$ cat config.mk
export PLATFORM = sky130hd
export DESIGN_NAME = vram_display_reader
export DESIGN_NICKNAME = d
export VERILOG_FILES = /design/src/rtl/vram_display_reader.sv
export SDC_FILE = /design/constraint.sdc
export NUM_CORES = 1
export LEC_CHECK = 0
export CAP_MARGIN = 20
export CORE_MARGIN = 3
export CORE_UTILIZATION = 52
export DETAILED_ROUTE_END_ITERATION = 8
export MAX_ROUTING_LAYER = met4
export PLACE_DENSITY = 0.87
export SLEW_MARGIN = 20
export SYNTH_ARGS = -nofsm -noshare
export SYNTH_HDL_FRONTEND = slang
export SYNTH_SLANG_ARGS = --single-unit
$ cat constraint.sdc
create_clock -name clk_i -period 2.55 [get_ports clk_i]
set_input_delay 0.51 -clock clk_i [delete_from_list [all_inputs] [get_ports clk_i]]
set_output_delay 0.51 -clock clk_i [all_outputs]
set_load 0.01 [all_outputs]
$ cat src/rtl/vram_display_reader.sv
// vram_display_reader
//
// Scans a 1-bit-per-pixel VRAM in raster order and produces VGA timing
// together with RGB444 pixel colours. Every state change is gated by
// pixel_tick_i. One read address is issued per active pixel. The VRAM
// returns its data one clk after the address. Ticks are always at least two
// clks apart, so the data for the current address is valid at the next tick.
//
// Ports
//   clk_i              system clock (single domain)
//   reset_i            synchronous, active-high reset
//   pixel_tick_i       one-clk pixel enable, never on two consecutive clks
//   vram_rd_data_i     VRAM read data (bit 0 is the cell value)
//   vram_rd_address_o  VRAM read address (raster index of the current pixel)
//   hsync_o, vsync_o   active-low sync pulses
//   rgb_o              RGB444 pixel colour
//   video_on_o         high while rgb_o shows an active pixel
//   vblank_o           high while the displayed line is below the active area
//   frame_start_o      one-clk pulse after the tick that wraps the frame
//
// Handshake: there is none. pixel_tick_i is a qualifier. The outputs are
// registered on a tick from the pre-tick counters, so they lag the counters
// by exactly one pixel. vram_rd_address_o follows the counters, not the
// outputs.

module vram_display_reader #(
    parameter int          ACTIVE_COLUMNS = 640,
    parameter int          ACTIVE_ROWS    = 480,
    parameter int          ADDR_WIDTH     = $clog2(ACTIVE_COLUMNS * ACTIVE_ROWS),
    parameter int          DATA_WIDTH     = 1,
    parameter int          H_FRONT        = 16,
    parameter int          H_SYNC         = 96,
    parameter int          H_BACK         = 48,
    parameter int          V_FRONT        = 10,
    parameter int          V_SYNC         = 2,
    parameter int          V_BACK         = 33,
    parameter logic [11:0] SAND_COLOR     = 12'hFC0,
    parameter logic [11:0] BG_COLOR       = 12'h000
) (
    input  logic                  clk_i,
    input  logic                  reset_i,
    input  logic                  pixel_tick_i,
    input  logic [DATA_WIDTH-1:0] vram_rd_data_i,
    output logic [ADDR_WIDTH-1:0] vram_rd_address_o,
    output logic                  hsync_o,
    output logic                  vsync_o,
    output logic [11:0]           rgb_o,
    output logic                  video_on_o,
    output logic                  vblank_o,
    output logic                  frame_start_o
);

    localparam int H_TOTAL = ACTIVE_COLUMNS + H_FRONT + H_SYNC + H_BACK;
    localparam int V_TOTAL = ACTIVE_ROWS + V_FRONT + V_SYNC + V_BACK;
    localparam int HW      = $clog2(H_TOTAL);
    localparam int VW      = $clog2(V_TOTAL);

    localparam logic [HW-1:0] H_LAST     = HW'(H_TOTAL - 1);
    localparam logic [VW-1:0] V_LAST     = VW'(V_TOTAL - 1);
    localparam logic [HW-1:0] H_ACTIVE   = HW'(ACTIVE_COLUMNS);
    localparam logic [VW-1:0] V_ACTIVE   = VW'(ACTIVE_ROWS);
    localparam logic [HW-1:0] HS_FIRST   = HW'(ACTIVE_COLUMNS + H_FRONT);
    localparam logic [HW-1:0] HS_LAST    = HW'(ACTIVE_COLUMNS + H_FRONT + H_SYNC - 1);
    localparam logic [VW-1:0] VS_FIRST   = VW'(ACTIVE_ROWS + V_FRONT);
    localparam logic [VW-1:0] VS_LAST    = VW'(ACTIVE_ROWS + V_FRONT + V_SYNC - 1);

    // Scan position and address
    logic [HW-1:0]         h_q, h_d;
    logic [VW-1:0]         v_q, v_d;
    logic [ADDR_WIDTH-1:0] addr_q, addr_d;

    // Registered outputs
    logic        hsync_q, hsync_d;
    logic        vsync_q, vsync_d;
    logic [11:0] rgb_q, rgb_d;
    logic        video_on_q, video_on_d;
    logic        vblank_q, vblank_d;
    logic        frame_start_q, frame_start_d;

    logic active;
    logic frame_wrap;

    assign active = (h_q < H_ACTIVE) && (v_q < V_ACTIVE);

    always_comb begin
        h_d        = h_q;
        v_d        = v_q;
        addr_d     = addr_q;
        frame_wrap = 1'b0;

        if (pixel_tick_i) begin
            if (h_q == H_LAST) begin
                h_d = '0;
                if (v_q == V_LAST) begin
                    v_d        = '0;
                    frame_wrap = 1'b1;
                end else begin
                    v_d = v_q + 1'b1;
                end
            end else begin
                h_d = h_q + 1'b1;
            end

            // The address counts active pixels only. It therefore rests on
            // the first pixel of the next line through horizontal blanking.
            // After the last visible pixel it rests one past the end until
            // the frame wraps.
            if (frame_wrap) begin
                addr_d = '0;
            end else if (active) begin
                addr_d = addr_q + 1'b1;
            end
        end
    end

    always_comb begin
        hsync_d       = hsync_q;
        vsync_d       = vsync_q;
        rgb_d         = rgb_q;
        video_on_d    = video_on_q;
        vblank_d      = vblank_q;
        // The pulse occupies only the clk after the wrapping tick.
        frame_start_d = pixel_tick_i && frame_wrap;

        if (pixel_tick_i) begin
            hsync_d    = !((h_q >= HS_FIRST) && (h_q <= HS_LAST));
            vsync_d    = !((v_q >= VS_FIRST) && (v_q <= VS_LAST));
            video_on_d = active;
            vblank_d   = (v_q >= V_ACTIVE);
            if (active) begin
                rgb_d = vram_rd_data_i[0] ? SAND_COLOR : BG_COLOR;
            end else begin
                rgb_d = 12'h000;
            end
        end
    end

    always_ff @(posedge clk_i) begin
        if (reset_i) begin
            h_q           <= '0;
            v_q           <= '0;
            addr_q        <= '0;
            hsync_q       <= 1'b1;
            vsync_q       <= 1'b1;
            rgb_q         <= 12'h000;
            video_on_q    <= 1'b0;
            vblank_q      <= 1'b0;
            frame_start_q <= 1'b0;
        end else begin
            h_q           <= h_d;
            v_q           <= v_d;
            addr_q        <= addr_d;
            hsync_q       <= hsync_d;
            vsync_q       <= vsync_d;
            rgb_q         <= rgb_d;
            video_on_q    <= video_on_d;
            vblank_q      <= vblank_d;
            frame_start_q <= frame_start_d;
        end
    end

    assign vram_rd_address_o = addr_q;
    assign hsync_o           = hsync_q;
    assign vsync_o           = vsync_q;
    assign rgb_o             = rgb_q;
    assign video_on_o        = video_on_q;
    assign vblank_o          = vblank_q;
    assign frame_start_o     = frame_start_q;

endmodule

==> results.md, run 1 <==
* Post-Syn Area at 2230 um2
* Filler cell count at 339
* Final Hold Fails at 0
* Arrival @ worst endpoint at 2.30 ns
* DRC viols at 0
* Global-route wire length before repair at 7420 um
* Final worst setup slack at 0.493 ns
* Final ANT Viol Nets at 0
* Post-CTS Resized at 0
* Final Max Slew Viols at 0
* FF+latch area at 901 um2
* R2R Path End: vram_rd_address_o[11]
* Initial DRT Pass Iterations at 4
* Pin count of the biggest net entering global routing at 28
* Cts hold-fix bufs at 0
* Multi-input gate area at 1180 um2
* Period Utilization, post-route at 0.807
* CTS tree: yes
* Actual slew at the worst max-slew pin at 0.599 ns
* Most frequent cell after synthesis: dfxtp_1
* GP Congestion at 0.835
* Combinational power share at 0.059
* CTS sink cnt at 45
* # IOs at 40
* FF-to-FF path depth at 5
* Peak supply drop at 335 uV
* Chip height at 71.4 um
* Initial antenna violation count at 0
* Pre-CTS setup slack at 0.178 ns
* Total congestion overflow at 0
* Starting DRC count in detailed routing at 72
* FF+latch count, synth at 45
* Clock slew seen by the registers of the worst setup and hold paths at 0.09 ns
* Gate Count Post-Synth at 253
* Worst path required time at 2.79 ns
* Area contributors post-synth: dfxtp_1 (40%), xor2_1 (6.7%), nor2_1 (4.9%)
* CTS HTree Levels at 2
* Ys flop type: dfxtp_1
* Die ar. at 5100 um2
* Synth top area share at 0.404
* Register area share after synthesis at 0.404
* Sw Share at 0.231
* Relative slew slack at 0.597
* Vias in the first global route at 1,668
* P_sw at 291 uW
* Seq pwr share at 0.573
* RR Startpoint: h_q[7]
* Clk pwr share at 0.368
* Post-CTS Setup Inserts at 0
* Commonest cells in the netlist: dfxtp_1 (45), nor2_1 (29), xor2_1 (17)
* Clock buffer depth at 2
* Final wirelength at 4480 um
* CORE AREA at 4060 um2
* RSZ-0062 raised after global routing: false
* Ys Warns at 0
* WS Path Type: primary input to flip-flop
* Clk_skew at 0.00862 ns
* Post-synth cell types at 40
* HP Start: video_on_o
* Layout area overhead at 19.9%
* Starting density of the core at 0.549
* Startpoint types: primary input
* Sum Neg Setup Slack at 0 ns
* P_int at 966 uW
* Avg Cell Area, Syn at 8.80 um2
* Cell taking the most area after synthesis: dfxtp_1
* Leak at 0.000933 uW
* Fmax at 486 MHz
* WL per Instance at 13.4 um
* Max-cap violations at 0
* Rows at 23
* PortBufs at 33
* Insertion delay to the later sink of the worst-skew pair at 0.30 ns
* Die X at 71.4 um
* Hold path depth at 2
* EDFF count, synth at 0
* Status: complete, no violations
* Vias at 1,869
* Hold slack at 0.496 ns
* Ratio of cells with drive above 1 in the final layout at 0.0772
* DPL Wire Length at 3280 um
* Clock Tree Root: clkbuf_8
* Hold EP: video_on_o
* Fraction of registers with async set/reset at 0
* Antenna diodes at 0
* Crit end category: flip-flop
* Final min period at 2.06 ns
* Fin nets at 294
* Num CTS Buffers at 5
* Detail-routed via count per cell at 5.58
* GRT Overall Usage at 0.188
* Power Density at 470 nW/um2
* Min-delay worst type: flip-flop to flip-flop
* Setup Viol. Count Final at 0
* Worst R2R Setup Slack at 0.54 ns
* Worst-path maximum fanout at 17
[sequential cells by signal, indices dropped and copies added, names as in the netlist]
signal / cells
vsync_o: 1
frame_start_o: 1
hsync_o: 1
vblank_o: 1
video_on_o: 1
rgb_o: 1
v_q: 10
vram_rd_address_o: 19
h_q: 10
[layer usage]
| metal | wire, um | up-vias | track usage |
|---|---|---|---|
| li1 | - | 925 | - |
| met1 | 1990 | 883 | 0.215 |
| met5 | 0 | - | - |
| met2 | 2150 | 49 | 0.308 |
| met3 | 251 | 12 | 0.0519 |
| met4 | 85 | 0 | 0.0793 |
[cell type report]
| cell class | count | area share |
|---|---|---|
| clock buffers | 6 | 0.0309 |
| clock inverters | 2 | 0.00515 |
| inverters | 10 | 0.0141 |
| multi-input cells | 182 | 0.441 |
| flip-flops and latches | 45 | 0.337 |
| well taps | 50 | 0.0234 |
| repair buffers | 40 | 0.148 |
[metrics by stage]
stage	util	power [uW]	instances	instance area [um2]
2_1_floorplan	-	789	258	2250
3_3_place_gp	0.635	809	327	2570
3_5_place_dp	0.635	811	327	2570
4_1_cts	0.658	1270	335	2670
5_1_grt	0.658	1300	335	2670
6_report	0.658	1260	335	2670
[kinds of logic after synthesis]
| kind of cell | Yosys count | share of synthesized area |
|---|---|---|
| and+or+nand+nor | 112 | 0.290 |
| DFF | 45 | 0.404 |
| buffers and inverters | 31 | 0.0747 |
| AOI/OAI and AO/OA | 29 | 0.0803 |
| xor gates and xnor gates | 27 | 0.106 |
| adders and majority gates | 6 | 0.0337 |
| muxes | 2 | 0.00899 |
| other | 1 | 0.00168 |
[worst max-delay path, stage by stage]
cell             delay, ns
clkdlybuf4s50_1       0.52
buf_4                 0.24
and3_1                0.20
and3_1                0.20
a41oi_1               0.09
or3b_1                0.39
a21oi_1               0.15
[power groups by stage]
stage | Sequential, uW | Clock, uW | Combinational [uW]
5_1_grt | 722 | 502 | 80.9
2_1_floorplan | 737 | 0 | 52.0
4_1_cts | 720 | 479 | 74.8
3_3_place_gp | 736 | 0 | 72.8
6_report | 720 | 462 | 74.2
3_5_place_dp | 737 | 0 | 74.5
[cell usage in the layout, fill, tap and decap left out, drive strengths merged, types with 10 or more instances in the layout]
cell type	instances
a21oi	13
inv	10
nor3	11
nor2	29
clkdlybuf4s50	33
nand2	16
and3	10
dfxtp	45
xor2	17
xnor2	10
[worst max-delay path by stage]
stage / startpoint / to / depth (start not counted)
5_1_grt: pixel_tick_i / vram_rd_address_o[16] / 7
3_3_place_gp: pixel_tick_i / vram_rd_address_o[16] / 7
6_report: pixel_tick_i / vram_rd_address_o[16] / 7
2_1_floorplan: pixel_tick_i / vram_rd_address_o[13] / 6
4_1_cts: pixel_tick_i / vram_rd_address_o[16] / 7
3_5_place_dp: pixel_tick_i / vram_rd_address_o[16] / 7
(Power assumes the default switching activity.)
==> inputs of run 2 (changes only) <==
==> constraint.sdc (replaced) <==
create_clock -name clk_i -period 1.9 [get_ports clk_i]
set_input_delay 0.38 -clock clk_i [delete_from_list [all_inputs] [get_ports clk_i]]
set_output_delay 0.38 -clock clk_i [all_outputs]
set_load 0.01 [all_outputs]
==> run 2 against run 1 <==
  * The run now ends with negative setup slack left
  * Sequential cell count stayed put
  * Final area is 13% higher
  * First-iteration DRC count is 83% higher
  * Via count is 9.5% higher
==> results.md, run 2 (same netlist as run 1, synthesis figures left out) <==
* Clock buffer depth at 2
* Starting DRC count in detailed routing at 132
* Pin count of the biggest net entering global routing at 28
* Final core occ at 0.742
* Final min period at 1.98 ns
* GRT Overall Usage at 0.208
* P_sw at 383 uW
* Total congestion overflow at 0
* Met2 wire length at 2900 um
* RSZ-0062 raised after global routing: true
* Crit end category: flip-flop
* Buf+Inv Stages, Crit Path at 1
* Max layer used: met4
* Layout area overhead at 35.2%
* Final Hold Fails at 0
* Critical path depth at 6
* Final ANT Viol Nets at 0
* Max-cap violations at 0
* Vias in the first global route at 1,810
* Fin nets at 326
* Antenna diodes at 0
* Seq pwr share at 0.571
* CTS tree: yes
* Final wirelength at 5480 um
* Critical-path cell list: buf_4, a41oi_1, and4_1, a31oi_4, or4_1, a21oi_1
* Die ar. at 5100 um2
* Most frequent cells in the layout: dfxtp_1 (39), buf_4 (34), clkdlybuf4s50_1 (32), nor2_1 (29), xor2_1 (17)
* CTS sink cnt at 45
* DPL Wire Length at 3580 um
* Leak at 0.00112 uW
* Crit path largest cell delay at 0.44 ns
* Initial antenna violation count at 0
* Num CTS Buffers at 5
* Fmax at 506 MHz
* Clock slew seen by the registers of the worst setup and hold paths at 0.08 ns
* Ratio of cells with drive above 1 in the final layout at 0.209
* Hold path depth at 2
* Status: finished, violations left
* CORE AREA at 4060 um2
* Insertion delay to the later sink of the worst-skew pair at 0.30 ns
* WS Path Type: flip-flop to flip-flop
* Final worst setup slack at -0.0777 ns
* Worst-path maximum fanout at 5
* Setup Viol. Count Final at 4
* Worst path required time at 2.13 ns
* Filler cell count at 271
* Cts hold-fix bufs at 0
* Min-delay worst type: flip-flop to flip-flop
* Relative slew slack at 0.630
* Met3 wire length at 257 um
* Period Utilization, post-route at 1.04
* Post-Layout Inst Area at 3010 um2
* Peak supply drop at 493 uV
* M1 WL at 2260 um
* Clk_skew at 0.00612 ns
* Initial DRT Pass Iterations at 4
* Die X at 71.4 um
* Rows at 23
* CTS HTree Levels at 2
* Arrival @ worst endpoint at 2.21 ns
* Starting density of the core at 0.549
* Post-DP Area at 2760 um2
* Global-route wire length before repair at 8180 um
* Failing checks: negative setup slack
* Crit-path leading delay family: simple AND/OR/NAND/NOR gates
* # IOs at 40
* P_int at 1310 uW
* GP Congestion at 0.799
* Detail-routed via count per cell at 5.59
* DRC viols at 0
* Combinational power share at 0.077
* Sw Share at 0.226
* Largest register FFs at 19
* Chip height at 71.4 um
* Most common cell after layout, fill and taps aside: dfxtp_1
* CP max stage cell: a41oi_1
* FF-to-FF path depth at 6
* Final Max Slew Viols at 0
* WL per Instance at 15.0 um
* Clock Tree Root: clkbuf_8
* Clk pwr share at 0.352
* Startpoint types: flip-flop
* Vias at 2,046
* PortBufs at 33
* Power Density at 562 nW/um2
* Actual slew at the worst max-slew pin at 0.547 ns
-- run 2: cell types whose count changed in the layout (fill, tap and decap cells not counted), moves of 3 or more --
| cell | previous run | this run |
|---|---|---|
| a21oi_2 | 0 | 3 |
| buf_4 | 6 | 34 |
| dfxtp_1 | 45 | 39 |
| a21oi_1 | 13 | 10 |
| dfxtp_2 | 0 | 4 |
-- run 2: power groups by stage --
stage / clock, uW / combinational, uW / sequential [uW]
finish: 595 / 130 / 967
global route: 648 / 139 / 969
CTS: 604 / 106 / 966
detailed placement: 0 / 105 / 988
global placement: 0 / 102 / 988
floorplan: 0 / 69.8 / 989
-- run 2: metal layers --
layer | global-route usage | vias up
met4 | 0.0689 | 0
met1 | 0.248 | 986
met3 | 0.0561 | 8
li1 | - | 994
met2 | 0.339 | 58
met5 | - | -
-- run 2: final timing paths --
path                           end             startpoint  slack [ns]
min reg2reg  vram_rd_address_o[13]  vram_rd_address_o[13]        0.49
max          vram_rd_address_o[11]                 v_q[9]       -0.08
max reg2reg  vram_rd_address_o[11]                 v_q[9]       -0.08
min          vram_rd_address_o[13]  vram_rd_address_o[13]        0.49
-- run 2: cell type report --
cell class	instances	area (um2)	area share
inverters	10	37.5	0.0125
flip-flops and latches	45	913	0.303
well taps	50	62.6	0.0208
repair buffers	72	681	0.226
multi-input cells	182	1230	0.409
clock buffers	7	86.3	0.0287
-- run 2: tightest hold or removal path, delay by kind of cell (launching register included) --
family	cells	cell delay [ns]
AO/OA/AOI/OAI	2	0.12
flip-flops	1	0.34
-- run 2: metrics by stage --
stage          std cells  power, uW  hold slack [ns]  TNS [ns]  setup slack (ns)
6_report             366       1690            0.486    -0.211           -0.0777
5_1_grt              366       1760            0.513     -1.82            -0.159
4_1_cts              360       1670            0.491         0           0.00899
3_5_place_dp         352       1090            0.473     -4.33            -0.222
3_3_place_gp         352       1090            0.468     -1.93            -0.165
2_1_floorplan        258       1060            0.495         0            0.0427
-- run 2: timing repair --
action / CTS / global route
hold endpoints to repair: 0 / 0
pin swaps: 1 / 8
setup buffers: 1 / 3
setup endpoints to repair: 2 / 28
resized for setup: 0 / 21
cloned: 0 / 3
